`config.mk`:
```
export PLATFORM = sky130hd
export DESIGN_NAME = collide_sched
export DESIGN_NICKNAME = d
export VERILOG_FILES = /design/src/rtl/collide_sched.sv
export SDC_FILE = /design/constraint.sdc
export NUM_CORES = 1
export LEC_CHECK = 0
export CAP_MARGIN = 20
export CORE_AREA = 2 2 247 249
export DETAILED_ROUTE_END_ITERATION = 6
export DIE_AREA = 0 0 249 251
export GPL_TIMING_DRIVEN = 0
export PLACE_DENSITY = 0.58
export SYNTH_ARGS = -nofsm -noshare
export SYNTH_HDL_FRONTEND = slang
export SYNTH_SLANG_ARGS = --single-unit
```
`constraint.sdc`:
```
create_clock -name i_clk -period 13.75 [get_ports i_clk]
set_input_delay 3.4375 -clock i_clk [delete_from_list [all_inputs] [get_ports i_clk]]
set_output_delay 3.4375 -clock i_clk [all_outputs]
set_load 0.05 [all_outputs]
```
`src/rtl/collide_sched.sv`:
```
// collide_sched: sweeps the lattice one cell at a time through the combinational LBM collider.
// Optional build macro COLLIDE_STATS_EN adds per-sweep density accumulation (i_col_rho / o_rho_sum).
module collide_sched #(
    parameter int NX      = 64,
    parameter int NY      = 32,
    parameter int ADDR_W  = 11,
    parameter int RD_LAT  = 2,
    parameter int COL_LAT = 1
) (
    input  logic              i_clk,
    input  logic              i_rst,
    input  logic              i_start,
    input  logic [15:0]       i_omega_in,
    output logic              o_busy,
    output logic              o_done,
    output logic              o_mem_rd_en,
    output logic [ADDR_W-1:0] o_mem_rd_addr,
    input  logic [143:0]      i_mem_rd_data,
    output logic              o_mem_wr_en,
    output logic [ADDR_W-1:0] o_mem_wr_addr,
    output logic [143:0]      o_mem_wr_data,
    input  logic              i_mem_wr_ready,
    output logic [15:0]       o_col_omega,
    output logic [143:0]      o_col_f,
    input  logic [143:0]      i_col_f_new
`ifdef COLLIDE_STATS_EN
    ,
    input  logic [15:0]       i_col_rho,
    output logic [31:0]       o_rho_sum
`endif
);

    localparam int CELLS   = NX * NY;
    localparam int MAX_LAT = (RD_LAT > COL_LAT) ? RD_LAT : COL_LAT;
    localparam int CNT_W   = $clog2(MAX_LAT) + 1;

    localparam logic [ADDR_W-1:0] LAST_ADDR = ADDR_W'(CELLS - 1);
    localparam logic [CNT_W-1:0]  RD_LAST   = CNT_W'(RD_LAT - 1);
    localparam logic [CNT_W-1:0]  COL_LAST  = CNT_W'(COL_LAT - 1);

    localparam logic [2:0] S_IDLE    = 3'd0;
    localparam logic [2:0] S_READ    = 3'd1;
    localparam logic [2:0] S_WAIT_RD = 3'd2;
    localparam logic [2:0] S_COLLIDE = 3'd3;
    localparam logic [2:0] S_WRITE   = 3'd4;
    localparam logic [2:0] S_DONE    = 3'd5;

    logic [2:0]        r_state;
    logic [ADDR_W-1:0] r_addr;
    logic [CNT_W-1:0]  r_cnt;
    logic              r_busy;
    logic              r_done;
    logic              r_rd_en;
    logic              r_wr_en;
    logic [143:0]      r_wr_data;
    logic [15:0]       r_omega;
    logic [143:0]      r_col_f;

    logic [2:0] w_state_nxt;
    logic       w_start_acc;
    logic       w_rd_cap;
    logic       w_col_cap;
    logic       w_wr_acc;

    // Next-state decode plus the one-cycle event strobes that steer the datapath.
    always_comb begin
        w_state_nxt = r_state;
        w_start_acc = 1'b0;
        w_rd_cap    = 1'b0;
        w_col_cap   = 1'b0;
        w_wr_acc    = 1'b0;
        case (r_state)
            S_IDLE: begin
                if (i_start) begin
                    w_state_nxt = S_READ;
                    w_start_acc = 1'b1;
                end else begin
                    w_state_nxt = S_IDLE;
                end
            end
            S_READ: begin
                w_state_nxt = S_WAIT_RD;
            end
            S_WAIT_RD: begin
                if (r_cnt == RD_LAST) begin
                    w_state_nxt = S_COLLIDE;
                    w_rd_cap    = 1'b1;
                end else begin
                    w_state_nxt = S_WAIT_RD;
                end
            end
            S_COLLIDE: begin
                if (r_cnt == COL_LAST) begin
                    w_state_nxt = S_WRITE;
                    w_col_cap   = 1'b1;
                end else begin
                    w_state_nxt = S_COLLIDE;
                end
            end
            S_WRITE: begin
                if (i_mem_wr_ready) begin
                    w_wr_acc = 1'b1;
                    if (r_addr == LAST_ADDR) begin
                        w_state_nxt = S_DONE;
                    end else begin
                        w_state_nxt = S_READ;
                    end
                end else begin
                    w_state_nxt = S_WRITE;
                end
            end
            S_DONE: begin
                w_state_nxt = S_IDLE;
            end
            default: begin
                w_state_nxt = S_IDLE;
            end
        endcase
    end

    // State, cell index and the shared latency/settle counter (restarts on every state change).
    always_ff @(posedge i_clk or posedge i_rst) begin
        if (i_rst) begin
            r_state <= S_IDLE;
            r_addr  <= {ADDR_W{1'b0}};
            r_cnt   <= {CNT_W{1'b0}};
        end else begin
            r_state <= w_state_nxt;
            if (w_state_nxt != r_state) begin
                r_cnt <= {CNT_W{1'b0}};
            end else if ((r_state == S_WAIT_RD) || (r_state == S_COLLIDE)) begin
                r_cnt <= r_cnt + CNT_W'(1);
            end else begin
                r_cnt <= {CNT_W{1'b0}};
            end
            if (w_start_acc) begin
                r_addr <= {ADDR_W{1'b0}};
            end else if (w_wr_acc) begin
                r_addr <= (r_addr == LAST_ADDR) ? {ADDR_W{1'b0}} : (r_addr + ADDR_W'(1));
            end else begin
                r_addr <= r_addr;
            end
        end
    end

    // Control outputs registered from the next state so they line up with the state they describe.
    always_ff @(posedge i_clk or posedge i_rst) begin
        if (i_rst) begin
            r_busy  <= 1'b0;
            r_done  <= 1'b0;
            r_rd_en <= 1'b0;
            r_wr_en <= 1'b0;
        end else begin
            r_busy  <= (w_state_nxt != S_IDLE) && (w_state_nxt != S_DONE);
            r_done  <= (w_state_nxt == S_DONE);
            r_rd_en <= (w_state_nxt == S_READ);
            r_wr_en <= (w_state_nxt == S_WRITE);
        end
    end

    // Datapath captures; each register only moves on its own event and holds otherwise.
    always_ff @(posedge i_clk or posedge i_rst) begin
        if (i_rst) begin
            r_omega   <= 16'h0000;
            r_col_f   <= 144'd0;
            r_wr_data <= 144'd0;
        end else begin
            if (w_start_acc) begin
                r_omega <= i_omega_in;
            end else begin
                r_omega <= r_omega;
            end
            if (w_rd_cap) begin
                r_col_f <= i_mem_rd_data;
            end else begin
                r_col_f <= r_col_f;
            end
            if (w_col_cap) begin
                r_wr_data <= i_col_f_new;
            end else begin
                r_wr_data <= r_wr_data;
            end
        end
    end

`ifdef COLLIDE_STATS_EN
    logic [31:0] r_rho_acc;
    logic [31:0] r_rho_sum;

    // Density accumulator; the published sum becomes valid in the DONE cycle.
    always_ff @(posedge i_clk or posedge i_rst) begin
        if (i_rst) begin
            r_rho_acc <= 32'h0000_0000;
            r_rho_sum <= 32'h0000_0000;
        end else begin
            if (w_start_acc) begin
                r_rho_acc <= 32'h0000_0000;
            end else if (w_col_cap) begin
                r_rho_acc <= r_rho_acc + {{16{i_col_rho[15]}}, i_col_rho};
            end else begin
                r_rho_acc <= r_rho_acc;
            end
            if (w_state_nxt == S_DONE) begin
                r_rho_sum <= r_rho_acc;
            end else begin
                r_rho_sum <= r_rho_sum;
            end
        end
    end

    assign o_rho_sum = r_rho_sum;
`endif

    assign o_busy        = r_busy;
    assign o_done        = r_done;
    assign o_mem_rd_en   = r_rd_en;
    assign o_mem_rd_addr = r_addr;
    assign o_mem_wr_en   = r_wr_en;
    assign o_mem_wr_addr = r_addr;
    assign o_mem_wr_data = r_wr_data;
    assign o_col_omega   = r_omega;
    assign o_col_f       = r_col_f;

endmodule

```
==> results of run 1 <==
-- cell families (layout without fill, tap and decap cells) --
family / Yosys count / after routing / share of synthesized area (%)
AO/OA/AOI/OAI: 23 / 23 / 1.186
XOR/XNOR: 1 / 1 / 0.07094
adder cells (fa/ha/maj): 3 / 3 / 0.3040
buffers and inverters: 70 / 782 / 2.736
flip-flops: 324 / 324 / 65.66
multiplexers: 161 / 161 / 14.67
other: 0 / 3 / 0
AND/OR/NAND/NOR: 482 / 482 / 15.37
-- worst paths after layout --
path / endpoint / slack (ns) / cells after the start
setup / recovery: o_mem_wr_addr[2] / 8.34 / 2
hold / removal: o_mem_wr_data[129] / 0.47 / 2
setup reg to reg: o_col_f[143] / 11.15 / 5
hold reg to reg: o_mem_wr_data[129] / 0.47 / 2
max in group asynchronous: o_mem_wr_data[120] / 9.18 / 3
min in group asynchronous: o_col_f[49] / 3.43 / 2
-- per-layer routing --
layer	track usage (%)	up-vias	share of wire (%)
li1	-	4794	-
met5	0	-	0.12
met2	25.79	437	51
met1	15.94	5033	38
met4	4.537	8	2.5
met3	5.684	66	9.1
-- cell type report --
cell class	instances	area, um2
antenna	3	7.507
fill	5929	38740
timing repair buffer	641	6472
buffer	63	311.5
sequential	324	8108
clock inverter	10	78.83
clock buffer	61	1161
inverter	7	33.78
tap	782	978.4
multi-input combinational	670	3902
-- Yosys cell counts --
cell type,n
nand2_1,444
dfrtp_1,324
mux2_2,144
clkbuf_1,27
buf_2,24
mux2_1,16
buf_4,12
nand3_1,9
inv_1,7
o21ai_0,7
nor2_1,6
a21oi_1,4
and3_1,4
nor3_1,4
a31oi_1,3
ha_1,3
nand2b_1,3
a21o_1,2
and4_1,2
nor2b_1,2
a211oi_1,1
a22o_1,1
a32o_1,1
and2_1,1
and4bb_1,1
mux2i_1,1
nand4_1,1
nor2_2,1
nor3b_1,1
nor4_1,1
nor4b_2,1
o211ai_1,1
o221ai_1,1
o22a_1,1
o22ai_1,1
or4b_1,1
xor2_1,1
-- registers in the layout, summed over array words and instances (netlist names) --
register       flops
o_done             1
r_cnt              2
o_mem_rd_addr     11
o_mem_wr_en        1
o_col_omega       16
o_col_f          144
r_state            3
o_mem_rd_en        1
o_mem_wr_data    144
o_busy             1
-- metrics by stage --
step | TNS [ns] | instance area (um2) | utilization, % | hold WS, ns | setup WS, ns
after floorplan | 0 | 12350 | - | 0.4398 | 1.343
after global placement | -953.51 | 19700 | 32.95 | 0.4527 | -3.003
after detailed placement | 0 | 19790 | 33.10 | 0.4618 | 8.456
after CTS | 0 | 21030 | 35.17 | 0.4754 | 8.286
after global routing | 0 | 21050 | 35.21 | 0.4923 | 8.258
final | 0 | 21050 | 35.21 | 0.4672 | 8.342
-- tightest hold or removal path: stages, from the launching register on --
cell     delay (ns)
dfrtp_1        0.34
nand2_1        0.05
nand2_1        0.05
-- power groups by stage --
stage          clock, mW  sequential (mW)  combinational [mW]
3_5_place_dp           0             1.70                3.67
5_1_grt             1.08             1.75                3.80
6_report            1.00             1.69                3.63
4_1_cts             1.04             1.70                3.68
2_1_floorplan          0             3.26               0.714
3_3_place_gp           0             1.69                3.64
==> impl_metrics.ini, run 1 <==
[status]
status = completed

[clock_network]
ctsHoldBuffers = 0
cts_resized = 0
cts.sinks = 324
htree_levels = 2
post-cts-setup-buffers = 0
cts_buffers = 40
clk_path_buf_depth = 3
cts.reportedPaths.clkPinSlew_ns = 0.06
cts_tree = yes
clkLatencyLatePin_ns = 0.54
cts_root_buffer = clkbuf_16

[grt]
antenna_found_initial = 6
grt_pass1_wl_um = 69290
grt_max_degree = 120
grt_pass1_vias = 11000
globalRouteOverflowTotal = 0
grt.total_usage_pct = 14.53

[sta]
fmax_mhz = 184.9
slew_headroom_pct = 42.11
worstMarginPinSlew_ns = 0.8674
rsz0062_at_grt = no
skew_ns = 0.01719
post-route-period-util_pct = 39.33
setup_violations = 0
final.min_clock_period_ns = 5.408
hold_viol = 0
slew_viol_final = 0

[finish]
nets = 2058
final_layout_size_suffix_gt1_share_pct = 13.74
area_delta_synth_final_pct = 70.50
final_common_cell = clkdlybuf4s50_1
finalNonFillerCells = 2561
final_cell_mix = clkdlybuf4s50_1 (637), nand2_1 (444), dfrtp_1 (324)

[placed_design]
dpl.hpwl_um = 36330
io_buffers = 637
gp_congestion = 0.8660
dpl.cell_count = 2486

[min_path]
hp-class = reg -> reg
worstHoldStart = o_mem_wr_data[129]

[detailed_routing]
vias = 10340
routed_wl_um = 46640
wl_per_cell_um = 18.21
dr.pass1.iters = 4
drt-initial-drc-count = 405
viasPerCell = 4.037
drc = 0
ant_nets = 0

[power]
clkPwrFrac_pct = 15.8
p_int_mw = 3.260
seq_power_share_pct = 26.7
p_sw_mw = 3.067
leakage_nw = 9.294
power_density_nw_per_um2 = 300.5
peakVddDrop_mv = 0.1905
total_power_mw = 6.327
swShare_pct = 48.48
combPwrFrac_pct = 57.4

[critical_path]
crit_fanout = 9
crit_arrival_ns = 1.97
startpoint = o_mem_rd_addr[2]
cpLargestDelayFamily = buffers and inverters
r2r_start = r_state[2]
cp_data_required_time_ns = 10.31
critPathSlowestCell = clkdlybuf4s50_1
crit_buf_inv = 2
cpPeakStageDelay_ns = 0.79
critPathCaptureType = primary output
critical_path_class = reg -> out
path_cells = buf_4 -> clkdlybuf4s50_1
startpoint_type = flip-flop

[synthesis]
ys_ff_latch = 324
netlist_instances = 1064
yosys_warnings = 0
synth_top_area_share_pct = 65.66
ys_seq_area_share_pct = 65.66
yosys-top-cells-area = dfrtp_1 (66%), nand2_1 (13%), mux2_2 (13%)
synth.distinct_cells = 37
synth_nets = 1375
synth_top_area_cell = dfrtp_1
syn_area_um2 = 12350
syn_area_per_cell_um2 = 11.61

[floorplan]
ios = 638
die_area_um2 = 62500
initial_core_util_pct = 20.65
die_h_um = 251
core_area_um2 = 59790
num_rows = 90
die_x_um = 249

[flow_run]
drv_cap = 0
No activity file was read; power rests on OpenSTA's default activity.
==> run 2, diff against run 1 <==
==> constraint.sdc (replaced) <==
create_clock -name i_clk -period 5.05 [get_ports i_clk]
set_input_delay 1.2625 -clock i_clk [delete_from_list [all_inputs] [get_ports i_clk]]
set_output_delay 1.2625 -clock i_clk [all_outputs]
set_load 0.05 [all_outputs]
==> run 2 against run 1 <==
Critical path depth did not move. Count of clock-buffer cells in the layout down 10. Power grew to 2.7 times the previous value. Setup slack worse by 6.5 ns. Die area did not move. Utilization hardly changed. Clock skew is 0.0064 ns lower. Register-to-register slack worse by 8.6 ns. Via count fell by 0.54%. Largest cell class unchanged. Highest routed layer unchanged.
==> impl_metrics.ini, run 2 (synthesized netlist as in run 1, its figures left out) <==
[detailed_routing]
drc = 0
ant_nets = 0
routed_wl_um = 45740
viasPerCell = 4.029
drt-initial-drc-count = 333
wl_per_cell_um = 17.92
dr.pass1.iters = 4
vias = 10280

[power]
total_power_mw = 17.11
power_density_nw_per_um2 = 811.7
peakVddDrop_mv = 0.4905
leakage_nw = 9.297

[placed_design]
dpl.cell_count = 2494
dpl.hpwl_um = 36030
post-place-ws_ns = 1.798
gp_congestion = 0.8448
io_buffers = 637

[finish]
final_common_cell = clkdlybuf4s50_1
area_delta_synth_final_pct = 70.69
fillers = 5976
finalNonFillerCells = 2552
final_cell_mix = clkdlybuf4s50_1 (637), nand2_1 (444), dfrtp_1 (324)
nets = 2063
final_layout_size_suffix_gt1_share_pct = 13.74

[floorplan]
die_area_um2 = 62500
die_h_um = 251
ios = 638
core_area_um2 = 59790
die_x_um = 249
initial_core_util_pct = 20.65
num_rows = 90

[grt]
grtUsageMet3_pct = 5.933
use_met1_pct = 15.42
grt_pass1_vias = 10950
globalRouteOverflowTotal = 0
antenna_found_initial = 5
grt_pass1_wl_um = 68150
grt_max_degree = 43
met2_usage_pct = 25.42
top_usage_layer = met2
grt.total_usage_pct = 14.29

[sta]
final.min_clock_period_ns = 3.251
worstMarginPinSlew_ns = 0.8175
hold_viol = 0
slew_headroom_pct = 45.44
fmax_mhz = 307.6
setup_violations = 0
skew_ns = 0.01083
setup_slack_ns = 1.799
rsz0062_at_grt = no
slew_viol_final = 0
post-route-period-util_pct = 64.38

[min_path]
hp-class = reg -> reg

[critical_path]
cp_data_required_time_ns = 3.79
crit_arrival_ns = 1.99
critPathCaptureType = primary output
critical_path_class = reg -> out
crit_fanout = 9
startpoint_type = flip-flop

[clock_network]
cts.sinks = 324
clkLatencyLatePin_ns = 0.54
clk_path_buf_depth = 3
cts_root_buffer = clkbuf_16
cts_resized = 0
htree_levels = 2
cts_tree = yes
cts_buffers = 38
cts.reportedPaths.clkPinSlew_ns = 0.06
ctsHoldBuffers = 0
post-cts-setup-buffers = 0

[flow_run]
drv_cap = 0

[status]
status = completed
## run 2: through the flow
step / util [%] / TNS, ns / instance area, um2 / hold slack, ns
after floorplan: - / -173.42 / 12350 / 0.4398
after global placement: 32.96 / -960.11 / 19710 / 0.4545
after detailed placement: 33.32 / 0 / 19920 / 0.4615
after CTS: 35.24 / 0 / 21070 / 0.4751
after global routing: 35.24 / 0 / 21070 / 0.4851
final: 35.25 / 0 / 21080 / 0.4681
## run 2: critical path, cell delays in order, from the launching register on
cell and delay [ns]:
dfrtp_1 0.50, buf_4 0.16, clkdlybuf4s50_1 0.79
## run 2: final timing paths
path | startpoint | endpoint | slack [ns] | cells after the start
worst max-delay path | o_mem_rd_addr[2] | o_mem_wr_addr[2] | 1.80 | 2
worst min-delay path | o_mem_wr_data[33] | o_mem_wr_data[33] | 0.47 | 2
worst max register to register | r_state[2] | o_col_f[0] | 2.52 | 5
worst min register to register | o_mem_wr_data[33] | o_mem_wr_data[33] | 0.47 | 2
max in group asynchronous | i_rst | o_col_f[22] | 2.43 | 7
min in group asynchronous | i_rst | o_mem_wr_data[50] | 1.07 | 2
## run 2: area by class of cell
| cell class | count | area (um2) | area share, % |
|---|---|---|---|
| Antenna cell | 2 | 5.005 | 0.02375 |
| Buffer | 63 | 311.5 | 1.478 |
| Clock buffer | 51 | 1071 | 5.082 |
| Clock inverter | 5 | 78.83 | 0.3740 |
| Inverter | 7 | 30.03 | 0.1425 |
| Multi-Input combinational cell | 670 | 3902 | 18.52 |
| Sequential cell | 324 | 8108 | 38.47 |
| Tap cell | 782 | 978.4 | 4.642 |
| Timing Repair Buffer | 648 | 6591 | 31.27 |
## run 2: layer usage
metal / share of wire [%] / up-vias
met5: 0.052 / -
met1: 38 / 4978
met2: 50 / 446
li1: - / 4788
met4: 2.6 / 4
met3: 9.7 / 66
## run 2: power breakdown
part	internal (mW)	total (mW)	leakage, nW	switching, mW
sequential	3.88	4.60	3.94	0.713
combinational	3.37	9.90	4.79	6.53
clock	1.57	2.61	0.565	1.05
total	8.82	17.1	9.30	8.29
